<file path="config.mk">
export PLATFORM = sky130hd
export DESIGN_NAME = dsp_accum_stage
export DESIGN_NICKNAME = d
export VERILOG_FILES = /design/src/rtl/dsp_accum_stage.sv
export SDC_FILE = /design/constraint.sdc
export NUM_CORES = 1
export LEC_CHECK = 0
export CORE_MARGIN = 8
export CORE_UTILIZATION = 40
export CTS_CLUSTER_DIAMETER = 40
export CTS_CLUSTER_SIZE = 25
export DETAILED_ROUTE_END_ITERATION = 16
export SLEW_MARGIN = 15
export SYNTH_ARGS = -nofsm -noshare
export SYNTH_HDL_FRONTEND = slang
export SYNTH_SLANG_ARGS = --single-unit
export TNS_END_PERCENT = 30
</file>
<file path="constraint.sdc">
create_clock -name clk -period 3.3 [get_ports clk]
set_input_delay 0.66 -clock clk [delete_from_list [all_inputs] [get_ports clk]]
set_output_delay 0.66 -clock clk [all_outputs]
set_load 0.05 [all_outputs]
</file>
<file path="src/rtl/dsp_accum_stage.sv">
// Registered accumulator behind the 2-bit multiply/divide DSP cell: sums BURST_LEN beats per result.
// Optional clamp-at-max arithmetic is enabled with `define DSP_ACCUM_SATURATE_EN (wrap-around otherwise).
module dsp_accum_stage #(
    parameter int DATA_WIDTH = 4,
    parameter int ACC_WIDTH  = 8,
    parameter int BURST_LEN  = 4
) (
    input  logic                  clk,
    input  logic                  rst_n,
    input  logic                  in_valid,
    output logic                  in_ready,
    input  logic [DATA_WIDTH-1:0] in_data,
    input  logic                  in_mode,
    input  logic                  in_err,
    input  logic                  clear,
    output logic                  out_valid,
    input  logic                  out_ready,
    output logic [ACC_WIDTH-1:0]  out_acc,
    output logic                  out_err,
    output logic                  out_mixed,
    output logic                  out_sat
);

    typedef enum logic {ACCUM = 1'b0, HOLD = 1'b1} state_t;

    localparam logic [7:0] LAST_CNT = 8'(BURST_LEN - 1);

    state_t                 state, state_next;
    logic                   accept;
    logic                   last_beat;
    logic [7:0]             cnt_p0;
    logic [ACC_WIDTH-1:0]   acc_p0;
    logic                   err_p0;
    logic                   mixed_p0;
    logic                   mode_p0;
    logic [ACC_WIDTH-1:0]   addend;
    logic [ACC_WIDTH-1:0]   sum_next;
    logic                   err_next;
    logic                   mixed_next;
    logic [ACC_WIDTH-1:0]   acc_p1;
    logic                   err_p1;
    logic                   mixed_p1;

    assign accept     = in_valid && in_ready;
    assign last_beat  = (cnt_p0 == LAST_CNT);
    assign addend     = in_err ? '0 : ACC_WIDTH'(in_data);
    assign err_next   = err_p0 | in_err;
    // The first beat of a burst only latches the mode; later beats compare against it.
    assign mixed_next = mixed_p0 | ((cnt_p0 != 8'd0) && (in_mode != mode_p0));

`ifdef DSP_ACCUM_SATURATE_EN
    logic sat_hit;
    logic sat_p0;
    logic sat_p1;

    function automatic logic [ACC_WIDTH:0] sat_add(input logic [ACC_WIDTH-1:0] a,
                                                   input logic [ACC_WIDTH-1:0] b);
        logic [ACC_WIDTH:0] wide;
        wide = {1'b0, a} + {1'b0, b};
        if (wide[ACC_WIDTH]) sat_add = {1'b1, {ACC_WIDTH{1'b1}}};
        else                 sat_add = wide;
    endfunction

    assign {sat_hit, sum_next} = sat_add(acc_p0, addend);

    always_ff @(posedge clk or negedge rst_n) begin
        if (!rst_n) begin
            sat_p0 <= 1'b0;
            sat_p1 <= 1'b0;
        end else if (clear) begin
            sat_p0 <= 1'b0;
            sat_p1 <= 1'b0;
        end else if (accept) begin
            if (last_beat) begin
                sat_p1 <= sat_p0 | sat_hit;
                sat_p0 <= 1'b0;
            end else begin
                sat_p0 <= sat_p0 | sat_hit;
            end
        end
    end

    assign out_sat = sat_p1;
`else
    function automatic logic [ACC_WIDTH-1:0] wrap_add(input logic [ACC_WIDTH-1:0] a,
                                                      input logic [ACC_WIDTH-1:0] b);
        wrap_add = a + b;
    endfunction

    assign sum_next = wrap_add(acc_p0, addend);
    assign out_sat  = 1'b0;
`endif

    always_ff @(posedge clk or negedge rst_n) begin
        if (!rst_n) state <= ACCUM;
        else        state <= state_next;
    end

    always_comb begin
        state_next = state;
        if (clear)                             state_next = ACCUM;
        else if (accept && last_beat)          state_next = HOLD;
        else if (state == HOLD && out_ready)   state_next = ACCUM;
    end

    // In HOLD the input side only moves when the result is being taken in the same cycle.
    always_comb begin
        in_ready  = 1'b0;
        out_valid = 1'b0;
        case (state)
            ACCUM: in_ready = !clear;
            HOLD: begin
                in_ready  = out_ready && !clear;
                out_valid = 1'b1;
            end
            default: ;
        endcase
    end

    // ---- p0: running burst state / p1: presented result ----
    always_ff @(posedge clk or negedge rst_n) begin
        if (!rst_n) begin
            acc_p0   <= '0;
            cnt_p0   <= 8'd0;
            err_p0   <= 1'b0;
            mixed_p0 <= 1'b0;
            mode_p0  <= 1'b0;
            acc_p1   <= '0;
            err_p1   <= 1'b0;
            mixed_p1 <= 1'b0;
        end else if (clear) begin
            acc_p0   <= '0;
            cnt_p0   <= 8'd0;
            err_p0   <= 1'b0;
            mixed_p0 <= 1'b0;
            mode_p0  <= 1'b0;
            acc_p1   <= '0;
            err_p1   <= 1'b0;
            mixed_p1 <= 1'b0;
        end else if (accept) begin
            if (cnt_p0 == 8'd0) mode_p0 <= in_mode;
            if (last_beat) begin
                acc_p1   <= sum_next;
                err_p1   <= err_next;
                mixed_p1 <= mixed_next;
                acc_p0   <= '0;
                cnt_p0   <= 8'd0;
                err_p0   <= 1'b0;
                mixed_p0 <= 1'b0;
            end else begin
                acc_p0   <= sum_next;
                cnt_p0   <= cnt_p0 + 8'd1;
                err_p0   <= err_next;
                mixed_p0 <= mixed_next;
            end
        end
    end

    assign out_acc   = acc_p1;
    assign out_err   = err_p1;
    assign out_mixed = mixed_p1;

endmodule

</file>
== After elaboration in Yosys (flattened, before gate mapping) ==
Cells that the tools add are included.

* Bitwise operators: 3
* Add/subtract/negate cells: 2
* Mux-type cells: 30
* Equal/unequal tests: 2
* Reduce and logical (&&, ||, !) cells: 14

{| class="wikitable"
|+ Operators with widths
! operator !! number
|-
| 8-bit 2-to-1 mux || 9
|-
| 1-bit 2-to-1 mux || 19
|-
| 8-bit by 1-bit adder with 8-bit output, second input constant || 1
|-
| 8-bit by 4-bit adder with 8-bit output || 1
|-
| 8-bit by 2-bit equality test with 1-bit output, second input constant || 1
|-
| 8-bit zero test || 1
|-
| 8-bit nonzero test || 1
|-
| 2-bit nonzero test || 3
|-
| 1-bit logical AND || 5
|-
| 4-bit 2-to-1 mux || 1
|-
| 2-bit AND reduction || 2
|-
| 3-bit nonzero test || 1
|-
| 1-bit bitwise OR || 2
|-
| 1-bit one-hot mux with 2 select lines || 1
|-
| 1-bit zero test || 1
|-
| 1-bit inequality test || 1
|-
| 1-bit NOT || 1
|}

* Input port bits: 11
* Output and inout port bits: 13
* Word-level logic and storage cells: 60
* Register bits: 30

== Logic depth before layout (Yosys ltp) ==
Gate-level depths: netlist of run 1.

* Word-level depth: 7
* Mapped depth: 8
* Mapped depth without buffers: 8

== Least setup slack after synthesis of run 1 ==
No wires, ideal clock.

* Kind: in2reg
* Start point: input in_data[0]
* End point: register acc_p1[6], in the netlist out_acc[6]
* Path buffers: 0
* Cell stages on the path: 8
* Library setup time: 0.125 ns
* Slack: 0.913 ns
* Required time: 3.175 ns
* Arrival time: 2.261 ns
* Cells stage by stage: nor2b_1 -> ha_1 -> fa_1 -> a211o_1 -> o2111ai_1 -> xor2_1 -> nor2_1 -> mux2_4

* Longest elaborated chain between the ends: 5

{| class="wikitable"
|+ Ends and longest elaborated chain
! what !! RTL line !! text
|-
| start: declaration || 12 || <nowiki>input logic [DATA_WIDTH-1:0] in_data,</nowiki>
|-
| 4-bit 2-to-1 mux || 46 || <nowiki>assign addend = in_err ? '0 : ACC_WIDTH'(in_data);</nowiki>
|-
| 8-bit by 4-bit adder with 8-bit output || 87 || <nowiki>wrap_add = a + b;</nowiki>
|-
| 8-bit 2-to-1 mux || 142 || <nowiki>if (last_beat) begin</nowiki>
|-
| 8-bit 2-to-1 mux || 140 || <nowiki>end else if (accept) begin</nowiki>
|-
| 8-bit 2-to-1 mux || 131 || <nowiki>end else if (clear) begin</nowiki>
|-
| end signal: assignment || 143 || <nowiki>acc_p1 <= sum_next;</nowiki>
|-
| end: declaration || 40 || <nowiki>logic [ACC_WIDTH-1:0] acc_p1;</nowiki>
|}

Every way passes these cells. The select of a mux whose other input is x is not followed.
A chain may end at the register's enable or synchronous reset.

== Worst setup path in the final report of run 1 ==
* Start point: input in_err
* End point: register acc_p1[6], in the netlist out_acc[6]

* Longest elaborated chain between the ends: 5

{| class="wikitable"
|+ Ends and longest elaborated chain
! what !! RTL line !! text
|-
| start: declaration || 14 || <nowiki>input logic in_err,</nowiki>
|-
| 4-bit 2-to-1 mux || 46 ||
|-
| 8-bit by 4-bit adder with 8-bit output || 87 ||
|-
| 8-bit 2-to-1 mux || 142 ||
|-
| 8-bit 2-to-1 mux || 140 ||
|-
| 8-bit 2-to-1 mux || 131 ||
|}

Every way passes these cells. The select of a mux whose other input is x is not followed.

==> flow_summary.html, run 1 <==
<table>
<tr><th>Metric</th><th>Value</th></tr>
<tr><th colspan="2">Floorplanning</th></tr>
<tr><td>Die outline width</td><td>80.36 um</td></tr>
<tr><td>Initial Util</td><td>41.41%</td></tr>
<tr><td>Die Footprint</td><td>about 6500 um^2</td></tr>
<tr><td>Cell row count</td><td>23</td></tr>
<tr><td>Height of the die</td><td>80.36 um</td></tr>
<tr><td>CORE AREA</td><td>4000 um^2</td></tr>
<tr><td>Top-level port count</td><td>24</td></tr>
<tr><th colspan="2">Timing</th></tr>
<tr><td>Normalized max-slew margin</td><td>66.37%</td></tr>
<tr><td>Final setup violation count</td><td>0</td></tr>
<tr><td>Setup TNS</td><td>0 ns</td></tr>
<tr><td>Minimum period implied by the final worst setup slack</td><td>2.719 ns</td></tr>
<tr><td>Unrepaired setup endpoints after global routing</td><td>no</td></tr>
<tr><td>Slew at the pin closest to its max-slew limit</td><td>0.5028 ns</td></tr>
<tr><td>Final Hold Fails</td><td>0</td></tr>
<tr><td>Fmax</td><td>0.3678 GHz</td></tr>
<tr><td>Period Utilization, post-route</td><td>82.38%</td></tr>
<tr><td>Clock tree skew after final layout</td><td>0.007633 ns</td></tr>
<tr><td>Pins over their slew limit</td><td>0</td></tr>
<tr><th colspan="2">Global route</th></tr>
<tr><td>Via count of the first global-routing pass</td><td>1245</td></tr>
<tr><td>Gr ovfl total</td><td>0</td></tr>
<tr><td>Number of antenna violations at the first check in global routing</td><td>0</td></tr>
<tr><td>Largest net degree at the start of global routing</td><td>31</td></tr>
<tr><td>Global router's overall resource usage</td><td>between 10% and 20%</td></tr>
<tr><td>Global-route wire length before repair</td><td>~6000 um</td></tr>
<tr><th colspan="2">Detailed routing</th></tr>
<tr><td>Via density per instance</td><td>5.285</td></tr>
<tr><td>Number of iterations in the first detailed-routing pass</td><td>4</td></tr>
<tr><td>WL/cell</td><td>14.81 um</td></tr>
<tr><td>DR vias</td><td>about 1300</td></tr>
<tr><td>Highest signal layer in the routed design</td><td>met4</td></tr>
<tr><td>Post-detailed-route count of antenna-violating nets</td><td>0</td></tr>
<tr><td>Met3 wirelength from detailed routing</td><td>155 um</td></tr>
<tr><td>Detailed-route wire length</td><td>3583 um</td></tr>
<tr><td>Metal2 WL</td><td>approximately 1700 um</td></tr>
<tr><td>DRC errors left</td><td>0</td></tr>
<tr><td>Met1 WL</td><td>roughly 1700 um</td></tr>
<tr><td>1st-iter DRT viols</td><td>roughly 120</td></tr>
<tr><th colspan="2">CTS</th></tr>
<tr><td>Postcts setup bufs</td><td>0</td></tr>
<tr><td>Maximum root-to-sink buffer count</td><td>2</td></tr>
<tr><td>H-tree lvl count</td><td>2</td></tr>
<tr><td>Number of clock sinks</td><td>30</td></tr>
<tr><td>Clock tree from TritonCTS</td><td>built</td></tr>
<tr><td>Register clock-pin slew on the reported worst setup and hold paths</td><td>0.06 ns</td></tr>
<tr><td>Number of buffers created by CTS</td><td>5</td></tr>
<tr><td>Hold buffer count at cts</td><td>0</td></tr>
<tr><td>Root cell of the clock tree</td><td>clkbuf_8</td></tr>
<tr><td>Clock insertion delay at the later pin of the skew report</td><td>0.27 ns</td></tr>
<tr><td>Post-CTS Resized</td><td>0</td></tr>
<tr><th colspan="2">Synthesis</th></tr>
<tr><td>Sequential fraction of the synthesis area</td><td>between 40% and 50%</td></tr>
<tr><td>Netlist area before placement</td><td>1657 um^2</td></tr>
<tr><td>Area share of the largest cell type after synthesis</td><td>45.32%</td></tr>
<tr><td>Number of enable-type register cells in the synthesized netlist</td><td>0</td></tr>
<tr><td>Leading cell types by count after synthesis</td><td>dfrtp_1, nand2_1, nor2_1</td></tr>
<tr><td>Synth warnings</td><td>0</td></tr>
<tr><td>Predominant post-synthesis flop cell</td><td>dfrtp_1</td></tr>
<tr><td>Top post-synthesis cells by area</td><td>dfrtp_1, ha_1, nand2_1</td></tr>
<tr><td>Synth Net Count</td><td>about 180</td></tr>
<tr><td>Largest area contributor in the netlist</td><td>dfrtp_1</td></tr>
<tr><td>Cell with the most instances after synthesis</td><td>dfrtp_1</td></tr>
<tr><td>Number of distinct library cells after synthesis</td><td>40</td></tr>
<tr><td>Post-synth ARST share</td><td>100.0%</td></tr>
<tr><td>Syn Inst Count</td><td>166</td></tr>
<tr><td>Post-synthesis average cell area</td><td>9.979 um^2</td></tr>
<tr><td>Yosys reg bits</td><td>30</td></tr>
<tr><th colspan="2">Cells and area</th></tr>
<tr><td>Ratio of cells with drive above 1 in the final layout</td><td>around 8.9%</td></tr>
<tr><td>Antenna cell count</td><td>0</td></tr>
<tr><td>Number of nets in the final layout</td><td>209</td></tr>
<tr><td>Utilization after layout</td><td>49.95%</td></tr>
<tr><td>Layout-stage area growth over the synthesis result</td><td>20.62%</td></tr>
<tr><th colspan="2">Power</th></tr>
<tr><td>Fraction of power consumed by combinational cells</td><td>13.3%</td></tr>
<tr><td>Sequential group share of total power</td><td>49.6%</td></tr>
<tr><td>Power per unit of standard cell area</td><td>398.8 nW/um^2</td></tr>
<tr><td>Leakage</td><td>0.0009163 uW</td></tr>
<tr><td>Psw</td><td>around 200 uW</td></tr>
<tr><td>Clk pwr share</td><td>around 37%</td></tr>
<tr><td>Pint</td><td>594.1 uW</td></tr>
<tr><td>Switching part of the total</td><td>~25%</td></tr>
<tr><td>Worst IR Drop VDD</td><td>0.2271 mV</td></tr>
<tr><th colspan="2">Placed design</th></tr>
<tr><td>Placer congestion estimate</td><td>0.7931</td></tr>
<tr><td>Count of input and output buffers</td><td>22</td></tr>
<tr><td>Half-perimeter wire length after detailed placement</td><td>2656 um</td></tr>
<tr><th colspan="2">Worst setup path</th></tr>
<tr><td>CP Max Fanout</td><td>6</td></tr>
<tr><td>Setup crit end kind</td><td>flop</td></tr>
<tr><td>Kind of start point of the critical path</td><td>primary input</td></tr>
<tr><td>Worst setup path class</td><td>primary input to flop</td></tr>
<tr><td>Critical path data arrival time</td><td>around 2.9 ns</td></tr>
<tr><td>Required time at the worst-slack endpoint</td><td>3.46 ns</td></tr>
<tr><th colspan="2">Worst hold path</th></tr>
<tr><td>Worst min-delay path class</td><td>flop to flop</td></tr>
<tr><th colspan="2">Job</th></tr>
<tr><td>Maximum capacitance violations</td><td>0</td></tr>
<tr><th colspan="2">Outcome</th></tr>
<tr><td>Outcome</td><td>complete, no violations</td></tr>
</table>
[cells in the final DEF (no fill, tap or decap), types with 4 or more instances in the layout]
cell type        count
clkdlybuf4s50_1     21
clkbuf_8             6
a211oi_1             4
o21ai_0              9
dfrtp_1             30
ha_1                 6
nand2_1             15
nor2b_1              5
a21o_1               5
nor2_1              15
a22o_1               6
buf_4                5
xnor2_1              6
nand3b_1             4
nor3_1               5
nand3_1              6
a21oi_1             10
[layer usage]
metal | GRT usage, % | vias up
met1 | 14.91 | 615
met2 | 18.77 | 18
met5 | 0 | -
li1 | - | 643
met4 | 4.364 | 0
met3 | 3.348 | 3
[power by group through the flow]
stage | logic (uW) | clock network, uW | registers (uW)
2_1_floorplan | 67.4 | 0 | 401
3_3_place_gp | 105 | 0 | 402
3_5_place_dp | 106 | 0 | 402
4_1_cts | 106 | 304 | 395
5_1_grt | 118 | 321 | 397
6_report | 106 | 296 | 395
[stage by stage]
| step | worst slack [ns] | power [uW] | instances | hold WS, ns | area (um^2) |
|---|---|---|---|---|---|
| detailed placement | 0.3099 | 507.7 | 234 | 0.4716 | 1907 |
| global placement | 0.3487 | 506.4 | 234 | 0.4644 | 1907 |
| finish | 0.5813 | 796.8 | 242 | 0.4788 | 1998 |
| CTS | 0.5922 | 805.5 | 242 | 0.4789 | 1998 |
| global route | 0.4616 | 836.0 | 242 | 0.5027 | 1998 |
| floorplan | 0.9134 | 468.1 | 166 | 0.3644 | 1657 |
[cell families (layout without fill, tap and decap cells)]
logic type / Yosys count / after routing / synth area share (%)
AND/OR/NAND/NOR: 63 / 63 / 20.85
other: 1 / 1 / 0.2264
multiplexers: 3 / 3 / 2.115
AO/OA/AOI/OAI: 42 / 42 / 16.69
adder cells (fa/ha/maj): 7 / 7 / 5.740
XOR/XNOR: 9 / 9 / 4.759
buffers and inverters: 11 / 37 / 4.305
flip-flops: 30 / 30 / 45.32
[flip-flops by register name (all words and copies together), names as in the netlist]
register,flops
cnt_p0,8
out_acc,8
acc_p0,8
out_mixed,1
mode_p0,1
mixed_p0,1
state,1
err_p0,1
out_err,1
[critical path: stages]
cell and delay (ns):
clkdlybuf4s50_1 0.56, nor2b_1 0.08, ha_1 0.22, fa_1 0.43, a211o_1 0.28, o2111ai_1 0.13, xor2_1 0.21, nor2_1 0.06
mux2_4 0.26
[path summary, 6_finish.rpt]
check / depth (start not counted) / slack [ns] / to / startpoint
worst max-delay path: 9 / 0.58 / out_acc[6] / in_err
worst min-delay path: 1 / 0.48 / cnt_p0[7] / cnt_p0[7]
worst max register to register: 7 / 1.21 / out_acc[6] / acc_p0[0]
worst min register to register: 1 / 0.48 / cnt_p0[7] / cnt_p0[7]
max in group asynchronous: 2 / 2.23 / cnt_p0[6] / rst_n
min in group asynchronous: 2 / 0.77 / cnt_p0[2] / rst_n
[area by class of cell]
cell class	count	area [um^2]
Multi-Input combinational cell	125	834.6
Sequential cell	30	750.7
Clock buffer	7	86.33
Inverter	3	11.26
Tap cell	50	62.56
Clock inverter	1	5.005
Timing Repair Buffer	26	247.7
Fill cell	387	2002
Power figures use the tool's default switching activity.
==> run 2, diff against run 1 <==
clock period = 2.3 ns   (was 3.3 ns; I/O delays follow)
==> run 2 against run 1 <==
Wire length is 9.6% higher. Clock skew hardly changed. Clock-buffer cell count stayed put. Total power is 50% higher. Sequential share of layout area is 2.0 points lower. Worst setup slack worse by 0.50 ns. Register-to-register slack worse by 0.85 ns. Non-clock buffer count is 10 higher. Critical path type unchanged.
==> flow_summary.html, run 2 (synthesis results as in run 1) <==
<table>
<tr><th>Metric</th><th>Value</th></tr>
<tr><th colspan="2">Floorplanning</th></tr>
<tr><td>Height of the die</td><td>80.36 um (unchanged)</td></tr>
<tr><td>Die outline width</td><td>80.36 um (unchanged)</td></tr>
<tr><td>Die Footprint</td><td>6457 um^2 (unchanged)</td></tr>
<tr><td>Top-level port count</td><td>24 (unchanged)</td></tr>
<tr><td>CORE AREA</td><td>4000 um^2 (unchanged)</td></tr>
<tr><td>Initial Util</td><td>41.41% (unchanged)</td></tr>
<tr><td>Cell row count</td><td>23 (unchanged)</td></tr>
<tr><th colspan="2">Timing</th></tr>
<tr><td>Slew at the pin closest to its max-slew limit</td><td>0.9150 ns (+0.4122 ns)</td></tr>
<tr><td>Worst hold margin</td><td>0.4800 ns (+0.001216 ns)</td></tr>
<tr><td>Setup TNS</td><td>0 ns (unchanged)</td></tr>
<tr><td>Final setup violation count</td><td>0 (unchanged)</td></tr>
<tr><td>Period Utilization, post-route</td><td>96.55%</td></tr>
<tr><td>Fmax</td><td>0.4503 GHz</td></tr>
<tr><td>Normalized max-slew margin</td><td>39.00% (-27 points)</td></tr>
<tr><td>Post-layout worst setup margin</td><td>0.07924 ns (-0.5021 ns)</td></tr>
<tr><td>Clock tree skew after final layout</td><td>0.007453 ns (-0.0001803 ns)</td></tr>
<tr><td>Minimum period implied by the final worst setup slack</td><td>~2.2 ns</td></tr>
<tr><td>Unrepaired setup endpoints after global routing</td><td>no</td></tr>
<tr><td>Pins over their slew limit</td><td>0 (unchanged)</td></tr>
<tr><td>Final Hold Fails</td><td>0 (unchanged)</td></tr>
<tr><th colspan="2">CTS</th></tr>
<tr><td>H-tree lvl count</td><td>2 (unchanged)</td></tr>
<tr><td>Register clock-pin slew on the reported worst setup and hold paths</td><td>0.07 ns (about the same)</td></tr>
<tr><td>Number of clock sinks</td><td>30 (unchanged)</td></tr>
<tr><td>Postcts setup bufs</td><td>0 (unchanged)</td></tr>
<tr><td>Clock tree from TritonCTS</td><td>built</td></tr>
<tr><td>Root cell of the clock tree</td><td>clkbuf_8</td></tr>
<tr><td>Hold buffer count at cts</td><td>0 (unchanged)</td></tr>
<tr><td>Maximum root-to-sink buffer count</td><td>2 (unchanged)</td></tr>
<tr><td>Clock insertion delay at the later pin of the skew report</td><td>0.28 ns (about the same)</td></tr>
<tr><td>Number of buffers created by CTS</td><td>5 (unchanged)</td></tr>
<tr><th colspan="2">Global route</th></tr>
<tr><td>Number of antenna violations at the first check in global routing</td><td>0 (unchanged)</td></tr>
<tr><td>Largest net degree at the start of global routing</td><td>31 (unchanged)</td></tr>
<tr><td>GRT met3 Usage</td><td>3.571% (+0.22 points)</td></tr>
<tr><td>Global router's overall resource usage</td><td>12.63% (+0.78 points)</td></tr>
<tr><td>Gr ovfl total</td><td>0 (unchanged)</td></tr>
<tr><td>Met1 Track Usage GR</td><td>15.99% (+1.1 points)</td></tr>
<tr><td>GRT busiest layer</td><td>met2</td></tr>
<tr><td>Met2 GRT Util</td><td>19.97% (+1.2 points)</td></tr>
<tr><td>Via count of the first global-routing pass</td><td>1334 (+7.1%)</td></tr>
<tr><td>Global-route wire length before repair</td><td>6389 um (+6.8%)</td></tr>
<tr><th colspan="2">Power</th></tr>
<tr><td>Worst IR Drop VDD</td><td>0.4405 mV (+94%)</td></tr>
<tr><td>Power per unit of standard cell area</td><td>564.4 nW/um^2 (+42%)</td></tr>
<tr><td>Leakage</td><td>0.0009778 uW (+6.7%)</td></tr>
<tr><th colspan="2">Worst setup path</th></tr>
<tr><td>Required time at the worst-slack endpoint</td><td>2.46 ns (-1.00 ns)</td></tr>
<tr><td>Worst setup path class</td><td>primary input to flop</td></tr>
<tr><td>CP Max Fanout</td><td>2 (-4)</td></tr>
<tr><td>Critical path launch point</td><td>in_data[0]</td></tr>
<tr><td>Critical path data arrival time</td><td>2.39 ns (-0.49 ns)</td></tr>
<tr><td>R2r startpoint</td><td>acc_p0[0]</td></tr>
<tr><td>Kind of start point of the critical path</td><td>primary input</td></tr>
<tr><td>Setup crit end kind</td><td>flop</td></tr>
<tr><th colspan="2">Detailed routing</th></tr>
<tr><td>Number of iterations in the first detailed-routing pass</td><td>4 (unchanged)</td></tr>
<tr><td>Via density per instance</td><td>5.377 (+1.7%)</td></tr>
<tr><td>DRC errors left</td><td>0 (unchanged)</td></tr>
<tr><td>DR vias</td><td>1355 (+5.9%)</td></tr>
<tr><td>Post-detailed-route count of antenna-violating nets</td><td>0 (unchanged)</td></tr>
<tr><td>1st-iter DRT viols</td><td>114 (-7.3%)</td></tr>
<tr><td>Detailed-route wire length</td><td>3928 um (+9.6%)</td></tr>
<tr><td>WL/cell</td><td>15.59 um (+5.3%)</td></tr>
<tr><th colspan="2">Placed design</th></tr>
<tr><td>Post-placement setup slack</td><td>-0.3585 ns (-0.6685 ns)</td></tr>
<tr><td>Count of input and output buffers</td><td>22 (unchanged)</td></tr>
<tr><td>Placer congestion estimate</td><td>0.8195 (+3.3%)</td></tr>
<tr><td>Half-perimeter wire length after detailed placement</td><td>2858 um (+7.6%)</td></tr>
<tr><td>Number of cells in the design after placement</td><td>244 (+4.3%)</td></tr>
<tr><th colspan="2">Cells and area</th></tr>
<tr><td>Commonest non-fill, non-tap cell in the layout</td><td>dfrtp_1</td></tr>
<tr><td>Post-route non-filler standard cell count</td><td>252 (+4.1%)</td></tr>
<tr><td>Antenna cell count</td><td>0 (unchanged)</td></tr>
<tr><td>Layout-stage area growth over the synthesis result</td><td>27.42%</td></tr>
<tr><td>Number of nets in the final layout</td><td>219 (+4.8%)</td></tr>
<tr><td>Number of filler instances in the final layout</td><td>354 (-8.5%)</td></tr>
<tr><td>Commonest non-fill, non-tap cells in the layout</td><td>dfrtp_1, clkdlybuf4s50_1, nor2_1, nand2_1, buf_4</td></tr>
<tr><td>Ratio of cells with drive above 1 in the final layout</td><td>16.34% (+7.5 points)</td></tr>
<tr><th colspan="2">Worst hold path</th></tr>
<tr><td>Worst min-delay path class</td><td>flop to flop</td></tr>
<tr><td>Hold Crit Start</td><td>cnt_p0[7]</td></tr>
<tr><th colspan="2">Job</th></tr>
<tr><td>Maximum capacitance violations</td><td>0 (unchanged)</td></tr>
<tr><th colspan="2">Outcome</th></tr>
<tr><td>Outcome</td><td>complete, no violations</td></tr>
</table>
run 2: changes by cell type in the layout (fill, tap and decap cells not counted), sizes merged:
cell           previous run  this run
dlymetal6s2s              0         1
buf                       5        15
clkdlybuf4s50            21        20
run 2: stage by stage:
stage               cell area (um^2)  power, uW  utilization [%]
finish                          2111       1191            52.77
global route                    2111       1244            52.77
CTS                             2093       1197            52.33
detailed placement              1994      749.1            49.86
global placement                1994      742.0            49.86
floorplan                       1657      671.6                -
run 2: metal layers:
metal | wire, um | up-vias
met2 | 1872 | 28
met1 | 1837 | 663
met5 | 0 | -
li1 | - | 659
met3 | 171 | 5
met4 | 47 | 0
run 2: path summary, 6_finish.rpt:
kind	cells after the start	slack (ns)	end
worst max-delay path	9	0.08	out_acc[6]
worst min-delay path	1	0.48	cnt_p0[7]
worst max register to register	7	0.36	out_acc[6]
worst min register to register	1	0.48	cnt_p0[7]
max in group asynchronous	2	1.44	out_acc[4]
min in group asynchronous	2	0.57	cnt_p0[4]
run 2: area by class of cell:
type                       instances  area, um^2  area share, %
sequential                        30       750.7          35.57
clock buffer                       7       86.33          4.090
inverter                           3       11.26         0.5335
multi-input combinational        125       857.1          40.60
clock inverter                     1       5.005         0.2371
timing repair buffer              36       337.8          16.00
tap                               50       62.56          2.964
run 2: what timing repair did:
action | in CTS | in global routing
hold endpoints to repair | 0 | 0
gates resized for setup | 3 | 4
setup endpoints to repair | 4 | 7
pin swaps | 1 | 1
gates cloned | 0 | 0
run 2: report_power, final:
group | internal [uW] | switching, uW | total, uW
Combinational | 79.2 | 94.7 | 174
Sequential | 546 | 24.3 | 570
Clock | 241 | 206 | 447
Total | 866 | 325 | 1190
run 2: critical path: stages:
cell             delay, ns
clkdlybuf4s50_1       0.39
nor2b_1               0.13
ha_2                  0.19
fa_2                  0.34
a211o_1               0.27
o2111ai_2             0.09
xor2_1                0.20
nor2_1                0.06
mux2_4                0.26
==> run 3, diff against run 2 <==
GPL_TIMING_DRIVEN = 0   (was not set)
==> run 3 against run 2 <==
Critical path depth stayed put. Register-to-register slack got worse by 0.11 ns. Combinational power shrank 6%. Maximum frequency shrank 1.8%. Sequential share of layout area rose by 0.97 points. Sequential power about the same. Design area fell by 2.7%. Cell count down 2.0%. Clock-buffer cell count unchanged. Largest cell class unchanged. Highest routed layer unchanged.
==> flow_summary.html, run 3 (synthesis results as in run 1) <==
<table>
<tr><th>Metric</th><th>Value</th></tr>
<tr><th colspan="2">CTS</th></tr>
<tr><td>Clock insertion delay at the later pin of the skew report</td><td>0.28 ns (about the same)</td></tr>
<tr><td>Number of buffers created by CTS</td><td>5 (unchanged)</td></tr>
<tr><td>Number of clock sinks</td><td>30 (unchanged)</td></tr>
<tr><td>Hold buffer count at cts</td><td>0 (unchanged)</td></tr>
<tr><td>Register clock-pin slew on the reported worst setup and hold paths</td><td>0.07 ns (about the same)</td></tr>
<tr><td>H-tree lvl count</td><td>2 (unchanged)</td></tr>
<tr><td>Maximum root-to-sink buffer count</td><td>2 (unchanged)</td></tr>
<tr><td>Root cell of the clock tree</td><td>clkbuf_8</td></tr>
<tr><td>Clock tree from TritonCTS</td><td>built</td></tr>
<tr><th colspan="2">Floorplanning</th></tr>
<tr><td>Cell row count</td><td>23 (unchanged)</td></tr>
<tr><td>Height of the die</td><td>80.36 um (unchanged)</td></tr>
<tr><td>Die Footprint</td><td>6457 um^2 (unchanged)</td></tr>
<tr><td>Initial Util</td><td>41.41% (unchanged)</td></tr>
<tr><td>Top-level port count</td><td>24 (unchanged)</td></tr>
<tr><td>CORE AREA</td><td>4000 um^2 (unchanged)</td></tr>
<tr><td>Die outline width</td><td>80.36 um (unchanged)</td></tr>
<tr><th colspan="2">Cells and area</th></tr>
<tr><td>Ratio of cells with drive above 1 in the final layout</td><td>13.20% (-3.1 points)</td></tr>
<tr><td>Commonest non-fill, non-tap cell in the layout</td><td>dfrtp_1</td></tr>
<tr><td>Layout-stage area growth over the synthesis result</td><td>24.02%</td></tr>
<tr><td>Combined area of the multi-input logic cells</td><td>850.8 um^2 (-0.73%)</td></tr>
<tr><td>Commonest non-fill, non-tap cells in the layout</td><td>dfrtp_1, clkdlybuf4s50_1, nor2_1, nand2_1, a21oi_1</td></tr>
<tr><td>Utilization after layout</td><td>51.36% (-1.4 points)</td></tr>
<tr><td>Number of filler instances in the final layout</td><td>366 (+3.4%)</td></tr>
<tr><td>Antenna cell count</td><td>0 (unchanged)</td></tr>
<tr><td>Number of nets in the final layout</td><td>214 (-2.3%)</td></tr>
<tr><td>Sequential standard cell area</td><td>750.7 um^2 (unchanged)</td></tr>
<tr><th colspan="2">Global route</th></tr>
<tr><td>Via count of the first global-routing pass</td><td>1296 (-2.8%)</td></tr>
<tr><td>Global-route wire length before repair</td><td>6389 um (unchanged)</td></tr>
<tr><td>Number of antenna violations at the first check in global routing</td><td>0 (unchanged)</td></tr>
<tr><td>Largest net degree at the start of global routing</td><td>31 (unchanged)</td></tr>
<tr><td>Global router's overall resource usage</td><td>12.96% (+0.33 points)</td></tr>
<tr><td>Gr ovfl total</td><td>0 (unchanged)</td></tr>
<tr><th colspan="2">Detailed routing</th></tr>
<tr><td>Number of iterations in the first detailed-routing pass</td><td>4 (unchanged)</td></tr>
<tr><td>Post-detailed-route count of antenna-violating nets</td><td>0 (unchanged)</td></tr>
<tr><td>DR vias</td><td>1354 (-0.074%)</td></tr>
<tr><td>WL/cell</td><td>16.09 um (+3.2%)</td></tr>
<tr><td>Via density per instance</td><td>5.482 (+1.9%)</td></tr>
<tr><td>DRC errors left</td><td>0 (unchanged)</td></tr>
<tr><td>1st-iter DRT viols</td><td>110 (-3.5%)</td></tr>
<tr><td>Detailed-route wire length</td><td>3975 um (+1.2%)</td></tr>
<tr><th colspan="2">Power</th></tr>
<tr><td>Leakage</td><td>0.0009439 uW (-3.5%)</td></tr>
<tr><td>Worst IR Drop VDD</td><td>0.2378 mV (-46%)</td></tr>
<tr><td>Final total power</td><td>1175 uW (-1.3%)</td></tr>
<tr><td>Power per unit of standard cell area</td><td>572.0 nW/um^2 (+1.4%)</td></tr>
<tr><th colspan="2">Timing</th></tr>
<tr><td>Final Hold Fails</td><td>0 (unchanged)</td></tr>
<tr><td>Clock tree skew after final layout</td><td>0.003050 ns (-0.004403 ns)</td></tr>
<tr><td>Period Utilization, post-route</td><td>98.36% (+1.8 points)</td></tr>
<tr><td>Fmax</td><td>0.4420 GHz (-1.8%)</td></tr>
<tr><td>Final setup violation count</td><td>0 (unchanged)</td></tr>
<tr><td>Normalized max-slew margin</td><td>54.96% (+16 points)</td></tr>
<tr><td>Minimum period implied by the final worst setup slack</td><td>2.262 ns (+0.04156 ns)</td></tr>
<tr><td>Pins over their slew limit</td><td>0 (unchanged)</td></tr>
<tr><td>Slew at the pin closest to its max-slew limit</td><td>0.6756 ns (-0.2394 ns)</td></tr>
<tr><td>Setup TNS</td><td>0 ns (unchanged)</td></tr>
<tr><th colspan="2">Worst setup path</th></tr>
<tr><td>Worst setup path class</td><td>primary input to flop</td></tr>
<tr><td>Kind of start point of the critical path</td><td>primary input</td></tr>
<tr><td>Setup crit end kind</td><td>flop</td></tr>
<tr><td>Critical path data arrival time</td><td>2.43 ns (+0.04 ns)</td></tr>
<tr><td>CP Max Fanout</td><td>6 (+4)</td></tr>
<tr><td>Required time at the worst-slack endpoint</td><td>2.47 ns (about the same)</td></tr>
<tr><th colspan="2">Placed design</th></tr>
<tr><td>Half-perimeter wire length after detailed placement</td><td>2838 um (-0.70%)</td></tr>
<tr><td>Placer congestion estimate</td><td>0.7914 (-3.4%)</td></tr>
<tr><td>Count of input and output buffers</td><td>22 (unchanged)</td></tr>
<tr><th colspan="2">Outcome</th></tr>
<tr><td>Outcome</td><td>complete, no violations</td></tr>
<tr><th colspan="2">Job</th></tr>
<tr><td>Maximum capacitance violations</td><td>0 (unchanged)</td></tr>
<tr><th colspan="2">Worst hold path</th></tr>
<tr><td>Worst min-delay path class</td><td>primary input to asynchronous set/reset pin</td></tr>
</table>
[run 3: layout make-up]
type                            count  area share (%)
Multi-Input combinational cell    125           41.41
Sequential cell                    30           36.54
Timing Repair Buffer               23           11.02
Clock buffer                        7           4.202
Tap cell                           50           3.045
Buffer                              8           2.984
Inverter                            3          0.5481
Clock inverter                      1          0.2436
[run 3: per-layer routing]
| metal | up-vias | share of wire (%) | GRT usage [%] |
|---|---|---|---|
| met1 | 667 | 45 | 16.21 |
| met5 | - | 0 | 0 |
| met2 | 26 | 48 | 19.81 |
| met3 | 5 | 5.8 | 4.688 |
| li1 | 656 | - | - |
| met4 | 0 | 1.1 | 4.909 |
[run 3: worst max-delay path, cell delays in order]
cell and delay, ns:
clkdlybuf4s15_1 0.33, nor2b_2 0.07, ha_2 0.22, fa_2 0.41, a211o_1 0.31, o2111ai_2 0.07
xor2_1 0.22, nor2_1 0.07, mux2_4 0.26
[run 3: stage by stage]
step / hold WS (ns) / cell area, um^2 / setup slack (ns) / instances
2_1_floorplan: 0.1644 / 1657 / 0.1134 / 166
3_5_place_dp: 0.4815 / 1934 / -0.5292 / 238
6_report: 0.2087 / 2054 / 0.03768 / 247
3_3_place_gp: 0.4676 / 1939 / -0.5338 / 238
4_1_cts: 0.2368 / 2032 / 0.005660 / 246
5_1_grt: 0.2516 / 2054 / -0.01861 / 247
[run 3: what timing repair did]
action | in CTS | in global routing
setup endpoints to repair | 6 | 3
pin swaps | 1 | 6
buffers inserted | 0 | 1
resized for setup | 8 | 5
[run 3: report_power, final]
part | internal [uW] | leakage (uW) | total [uW] | switching, uW
registers | 546 | 0.000415 | 569 | 23.2
clock network | 241 | 0.0000482 | 443 | 202
logic | 68.5 | 0.000480 | 163 | 94.1
[run 3: path summary, 6_finish.rpt]
check / startpoint / cells past startpoint / endpoint / slack, ns
setup / recovery: in_err / 9 / out_acc[6] / 0.04
hold / removal: rst_n / 1 / cnt_p0[1] / 0.21
setup reg to reg: acc_p0[0] / 7 / out_acc[6] / 0.25
hold reg to reg: cnt_p0[7] / 1 / cnt_p0[7] / 0.48
max in group asynchronous: rst_n / 1 / out_acc[3] / 1.65
min in group clk: cnt_p0[7] / 1 / cnt_p0[7] / 0.48
